<file path="src/rtl/imem_loader_pkg.sv">
// Shared types and constants for the instruction-memory loader.
// The CSUM state exists only when IMEM_LOADER_CHECKSUM_EN is defined.
package imem_loader_pkg;

    localparam int WORD_BYTES = 4;
    localparam int LEN_W      = 16;

    // Explicit values keep the debug encoding stable across build options.
    typedef enum logic [2:0] {
        LEN_LO = 3'd0,
        LEN_HI = 3'd1,
        DATA   = 3'd2,
        WRITE  = 3'd3,
`ifdef IMEM_LOADER_CHECKSUM_EN
        CSUM   = 3'd4,
`endif
        DONE   = 3'd5,
        ERROR  = 3'd6
    } state_t;

endpackage

</file>
<file path="src/rtl/loader_word_pack.sv">
// Assembles little-endian bytes into one instruction word; the first byte
// pushed ends up in word[7:0]. last flags the final byte slot, full a completed word.
module loader_word_pack
    import imem_loader_pkg::*;
(
    input  logic                    clk,
    input  logic                    reset,
    input  logic                    clear,
    input  logic                    push,
    input  logic [7:0]              byte_in,
    output logic [8*WORD_BYTES-1:0] word,
    output logic                    last,
    output logic                    full
);

    localparam int CNT_W = $clog2(WORD_BYTES);

    logic [CNT_W-1:0] cnt;

    assign last = (cnt == CNT_W'(WORD_BYTES - 1));

    always_ff @(posedge clk or negedge reset) begin
        if (!reset) begin
            word <= '0;
            cnt  <= '0;
            full <= 1'b0;
        end else if (clear) begin
            word <= '0;
            cnt  <= '0;
            full <= 1'b0;
        end else if (push) begin
            // Shift right so earlier bytes settle into the low lanes.
            word <= {byte_in, word[8*WORD_BYTES-1:8]};
            cnt  <= cnt + 1'b1;
            full <= last;
        end
    end

endmodule

</file>
<file path="src/rtl/imem_loader.sv">
// Byte-stream program loader: length header, little-endian words written to
// instruction memory, then releases the core. Option: IMEM_LOADER_CHECKSUM_EN.
//
// Handshake: a byte transfers on a rising clk edge where rx_valid && rx_ready;
// rx_ready never depends on rx_valid, and the sender holds rx_data until then.
module imem_loader
    import imem_loader_pkg::*;
#(
    parameter logic [31:0] BASE_ADDR = 32'h0000_0000,
    parameter int          MAX_WORDS = 256
) (
    input  logic        clk,
    input  logic        reset,
    input  logic        start,
    input  logic [7:0]  rx_data,
    input  logic        rx_valid,
    output logic        rx_ready,
    output logic        imem_we,
    output logic [31:0] imem_addr,
    output logic [31:0] imem_wdata,
    output logic        cpu_run,
    output logic        done,
    output logic        error,
    output logic [2:0]  state_dbg
);

`ifdef IMEM_LOADER_CHECKSUM_EN
    localparam state_t END_ST = CSUM;
`else
    localparam state_t END_ST = DONE;
`endif

    state_t           state, state_nxt;
    logic             armed;
    logic [7:0]       len_lo;
    logic [LEN_W-1:0] n_q;
    logic [LEN_W-1:0] k;
    logic [LEN_W-1:0] len_word;
    logic             accept;
    logic             pack_clear;
    logic             pack_last;
    logic             pack_full;
    logic             last_word;
    logic             rearm;
`ifdef IMEM_LOADER_CHECKSUM_EN
    logic [7:0]       csum;
`endif

    assign accept    = rx_valid && rx_ready;
    assign len_word  = {rx_data, len_lo};
    assign last_word = (k == n_q - 1'b1);
    assign rearm     = start && (state == DONE || state == ERROR);

    always_ff @(posedge clk or negedge reset) begin
        if (!reset) begin
            state <= LEN_LO;
        end else begin
            state <= state_nxt;
        end
    end

    always_comb begin
        state_nxt  = state;
        pack_clear = 1'b0;
        case (state)
            LEN_LO: if (accept) state_nxt = LEN_HI;
            LEN_HI: begin
                if (accept) begin
                    if (len_word == '0)
                        state_nxt = END_ST;
                    else if (32'(len_word) > 32'(MAX_WORDS))
                        state_nxt = ERROR;
                    else
                        state_nxt = DATA;
                end
            end
            DATA: if (accept && pack_last) state_nxt = WRITE;
            WRITE: begin
                pack_clear = 1'b1;
                state_nxt  = last_word ? END_ST : DATA;
            end
`ifdef IMEM_LOADER_CHECKSUM_EN
            CSUM: if (accept) state_nxt = (rx_data == csum) ? DONE : ERROR;
`endif
            DONE, ERROR: begin
                if (start) begin
                    state_nxt  = LEN_LO;
                    pack_clear = 1'b1;
                end
            end
            default: state_nxt = LEN_LO;
        endcase
    end

    // armed holds rx_ready low until the first edge after reset releases.
    always_comb begin
        rx_ready = 1'b0;
        case (state)
            LEN_LO, LEN_HI, DATA: rx_ready = armed;
`ifdef IMEM_LOADER_CHECKSUM_EN
            CSUM:                 rx_ready = armed;
`endif
            default:              rx_ready = 1'b0;
        endcase
    end

    always_ff @(posedge clk or negedge reset) begin
        if (!reset) begin
            armed  <= 1'b0;
            len_lo <= '0;
            n_q    <= '0;
            k      <= '0;
        end else begin
            armed <= 1'b1;
            if (state == LEN_LO && accept) len_lo <= rx_data;
            if (state == LEN_HI && accept) n_q <= len_word;
            if (state == WRITE && !last_word) k <= k + 1'b1;
            if (rearm) k <= '0;
        end
    end

`ifdef IMEM_LOADER_CHECKSUM_EN
    always_ff @(posedge clk or negedge reset) begin
        if (!reset) begin
            csum <= '0;
        end else if (rearm) begin
            csum <= '0;
        end else if (state == DATA && accept) begin
            csum <= csum ^ rx_data;
        end
    end
`endif

    loader_word_pack u_pack (
        .clk     (clk),
        .reset   (reset),
        .clear   (pack_clear),
        .push    (state == DATA && accept),
        .byte_in (rx_data),
        .word    (imem_wdata),
        .last    (pack_last),
        .full    (pack_full)
    );

    assign imem_we   = (state == WRITE) && pack_full;
    assign imem_addr = BASE_ADDR + {{(32 - LEN_W - 2){1'b0}}, k, 2'b00};
    assign cpu_run   = (state == DONE);
    assign done      = (state == DONE);
    assign error     = (state == ERROR);
    assign state_dbg = state;

endmodule

</file>
<file path="config.mk">
export PLATFORM = sky130hd
export DESIGN_NAME = imem_loader
export DESIGN_NICKNAME = d
export VERILOG_FILES = /design/src/rtl/imem_loader_pkg.sv /design/src/rtl/loader_word_pack.sv /design/src/rtl/imem_loader.sv
export SDC_FILE = /design/constraint.sdc
export NUM_CORES = 1
export LEC_CHECK = 0
export ABC_AREA = 1
export CAP_MARGIN = 20
export CORE_MARGIN = 2
export CORE_UTILIZATION = 47
export CTS_CLUSTER_DIAMETER = 60
export CTS_CLUSTER_SIZE = 30
export DETAILED_ROUTE_END_ITERATION = 6
export GPL_TIMING_DRIVEN = 0
export PLACE_DENSITY_LB_ADDON = 0.2
export SETUP_SLACK_MARGIN = 0.3
export SLEW_MARGIN = 20
export SYNTH_ARGS = -nofsm -noshare
export SYNTH_HDL_FRONTEND = slang
export SYNTH_SLANG_ARGS = --single-unit
</file>
<file path="constraint.sdc">
create_clock -name clk -period 2.03 [get_ports clk]
set_clock_uncertainty 0.05 [all_clocks]
set_input_delay 0.3045 -clock clk [delete_from_list [all_inputs] [get_ports clk]]
set_output_delay 0.3045 -clock clk [all_outputs]
set_load 0.1 [all_outputs]
</file>
==> flow_metrics.env <==
export IMPL_antenna_found_initial=0
export IMPL_wl_um=15000
export IMPL_syn_inst=565
export IMPL_startpoint_type="flop"
export IMPL_place_area_mm2=0.00547
export IMPL_ys_async_sr_fraction=1.00
export IMPL_via_per_inst=5.42
export IMPL_fp_dieW_um=100
export IMPL_startpoint="n_q[0]$_DFFE_PN0P_"
export IMPL_clk_pin_slew_ps=90
export IMPL_rsz0062_at_grt="yes"
export IMPL_clock_latency_ps=350
export IMPL_rr_startpoint="n_q[0]$_DFFE_PN0P_"
export IMPL_cts_buffers=9
export IMPL_portBuffers=67
export IMPL_gp_congestion=0.915
export IMPL_synth_top_area_cell="dfrtp_1"
export IMPL_root_buffer="clkbuf_8"
export IMPL_r2r_end="k[6]$_DFFE_PN0P_"
export IMPL_r2r_setup_slack_ps=-180
export IMPL_fmax_mhz=453
export IMPL_grt_pass1_vias=4343
export IMPL_finalInstanceArea_mm2=0.00691
export IMPL_antennaDiodeCount=0
export IMPL_drv_slew=0
export IMPL_clock_path_buffers=2
export IMPL_maxCapViolCount=0
export IMPL_hold_class="in -> async"
export IMPL_area_growth_pct=58.7
export IMPL_path_class="reg -> reg"
export IMPL_die_y_um=100
export IMPL_vias=4434
export IMPL_synthDistinctLibCells=36
export IMPL_first_pass_iters=4
export IMPL_fin_tns_setup_ps=-2890
export IMPL_p_leak_nw=3.18
export IMPL_worstPathRequired_ps=2230
export IMPL_ys_seq_elements=79
export IMPL_p_per_area_mw_per_mm2=1540
export IMPL_finalCritPeriodShare=1.09
export IMPL_cts_tree="built"
export IMPL_crit_path_end_kind="flop"
export IMPL_finalCriticalPeriod_ps=2210
export IMPL_relSlewSlack=0.602
export IMPL_synth_top_flop_cell="dfrtp_1"
export IMPL_synthTopCellsByArea="dfrtp_1 (45%), nand2_1 (12%), inv_1 (6.4%)"
export IMPL_max_vdd_ir_drop_uv=968
export IMPL_cp_arrival_ps=2410
export IMPL_htree_num_levels=3
export IMPL_hold_viol_final=0
export IMPL_cp_slowest_stage_delay_ps=380
export IMPL_yosysWarnings=0
export IMPL_synth_edff_count=0
export IMPL_hpwl_um=8200
export IMPL_drive_gt1_frac=0.426
export IMPL_finalWorstSetupSlack_ps=-180
export IMPL_post_place_cells=759
export IMPL_ant_nets=0
export IMPL_rows=35
export IMPL_pin_count=84
export IMPL_yosys_top_cells_count="nand2_1 (134), dfrtp_1 (79), inv_1 (74)"
export IMPL_grtUsageTotal=0.265
export IMPL_slowest_stage="dfrtp_1"
export IMPL_drc_errors=0
export IMPL_tightest_slew_ps=592
export IMPL_grt_pass1_wl_um=21300
export IMPL_status="finished with violations"
export IMPL_clock_sinks=79
export IMPL_netlist_area_mm2=0.00436
export IMPL_drtIter0Drc=219
export IMPL_ff2ff_path_depth=14
export IMPL_setup_violations=19
export IMPL_coreArea_mm2=0.00911
export IMPL_synth_avg_cell_area_um2=7.71
export IMPL_instances_no_fill=818
export IMPL_hold_ws_ps=364
export IMPL_netlist_area_leader_share=0.454
export IMPL_postLayoutCoreUtil=0.759
export IMPL_synth_seq_area_share=0.454
export IMPL_crit_fanout=6
export IMPL_die_area_mm2=0.0101
export IMPL_grt_max_degree=51
export IMPL_failed_checks="setup timing"
export IMPL_synth_most_common_cell="nand2_1"
export IMPL_cp_cell_sequence="inv_2 > ha_4 > or2_1 > nand3_1 > nand3_1 > nor2_2 > nand3_2 > nor2_4 > nand2_4 > nand2_8 > nand2_8 > buf_6 > nand2_2 > nand2_1"
export IMPL_start_util=0.478
export IMPL_grt_overflow_total=0
export IMPL_power_total_mw=10.6
export IMPL_routedWlPerCell_um=18.3
export IMPL_nNetsFinal=717
export IMPL_place_ws_ps=-404
==> where the power goes <==
part | leakage [nW] | internal, mW | switching, mW
Sequential | 1.02 | 2.09 | 0.616
Combinational | 2.06 | 2.18 | 4.47
Clock | 0.102 | 0.587 | 0.676
==> worst max-delay path, delay by kind of cell, from the launching register on <==
| kind | cells | cell delay (ps) |
|---|---|---|
| buffers and inverters | 2 | 210 |
| and+or+nand+nor | 11 | 1280 |
| adders and majority gates | 1 | 170 |
| DFF | 1 | 380 |
==> sequential cells by signal, indices dropped and copies added, names as in the netlist <==
name	flops
u_pack.full	1
u_pack.word	32
len_lo	8
armed	1
n_q	16
u_pack.cnt	2
state_dbg	3
k	16
==> cell type report <==
class / count / area [µm²]
tap: 111 / 139
multi-input combinational: 388 / 2570
buffer: 35 / 433
timing repair buffer: 110 / 1210
inverter: 78 / 328
clock buffer: 9 / 124
clock inverter: 7 / 80.1
fill: 579 / 2190
timing repair inverter: 1 / 8.76
sequential: 79 / 2020
==> timing repair <==
action	CTS	global route
setup endpoints to repair	134	94
endpoints found under the hold margin	29	0
hold buffers	1	0
gates resized for setup	334	108
cloned	4	6
buffers inserted	24	8
pin swaps	25	27
==> routing by layer <==
metal  vias to the layer above  GRT usage  share of wire  wire [µm]
met5                         -          0              0          0
li1                       2052          -              -          -
met4                         0     0.0875          0.038        567
met3                        55     0.0557          0.058        870
met1                      2160      0.320           0.39       5770
met2                       167      0.471           0.52       7750
==> worst max path at each step <==
stage / endpoint / slack (ps) / depth (start not counted)
finish: k[6]$_DFFE_PN0P_ / -180 / 14
global route: k[9]$_DFFE_PN0P_ / -290 / 14
CTS: k[12]$_DFFE_PN0P_ / -110 / 15
detailed placement: done / -400 / 5
global placement: state_dbg[1]$_DFFE_PN0P_ / -2750 / 1
floorplan: u_pack.word[13]$_DFFE_PN0P_ / -20 / 9
==> layout by cell type, fill, tap and decap left out, drive strengths merged, types with 3 or more instances in the layout <==
cell / instances
xnor2: 6
nand4: 7
o21ai: 38
clkdlybuf4s15: 34
ha: 3
xor2: 17
a21oi: 3
conb: 17
nor2: 61
nand3: 46
buf: 85
nor4: 3
dfrtp: 79
inv: 80
nand3b: 4
o22ai: 25
clkbuf: 20
clkinv: 4
clkdlybuf4s50: 10
nor3: 10
clkdlybuf4s18: 4
nand2: 142
==> kinds of logic after synthesis <==
logic type | synth area share
simple gates | 0.284
xor+xnor | 0.0462
buf+inv | 0.119
other cells | 0.00172
flops | 0.454
compound gates | 0.0870
fa+ha+maj | 0.00862
Note: power is estimated with default switching activity, not from simulation.
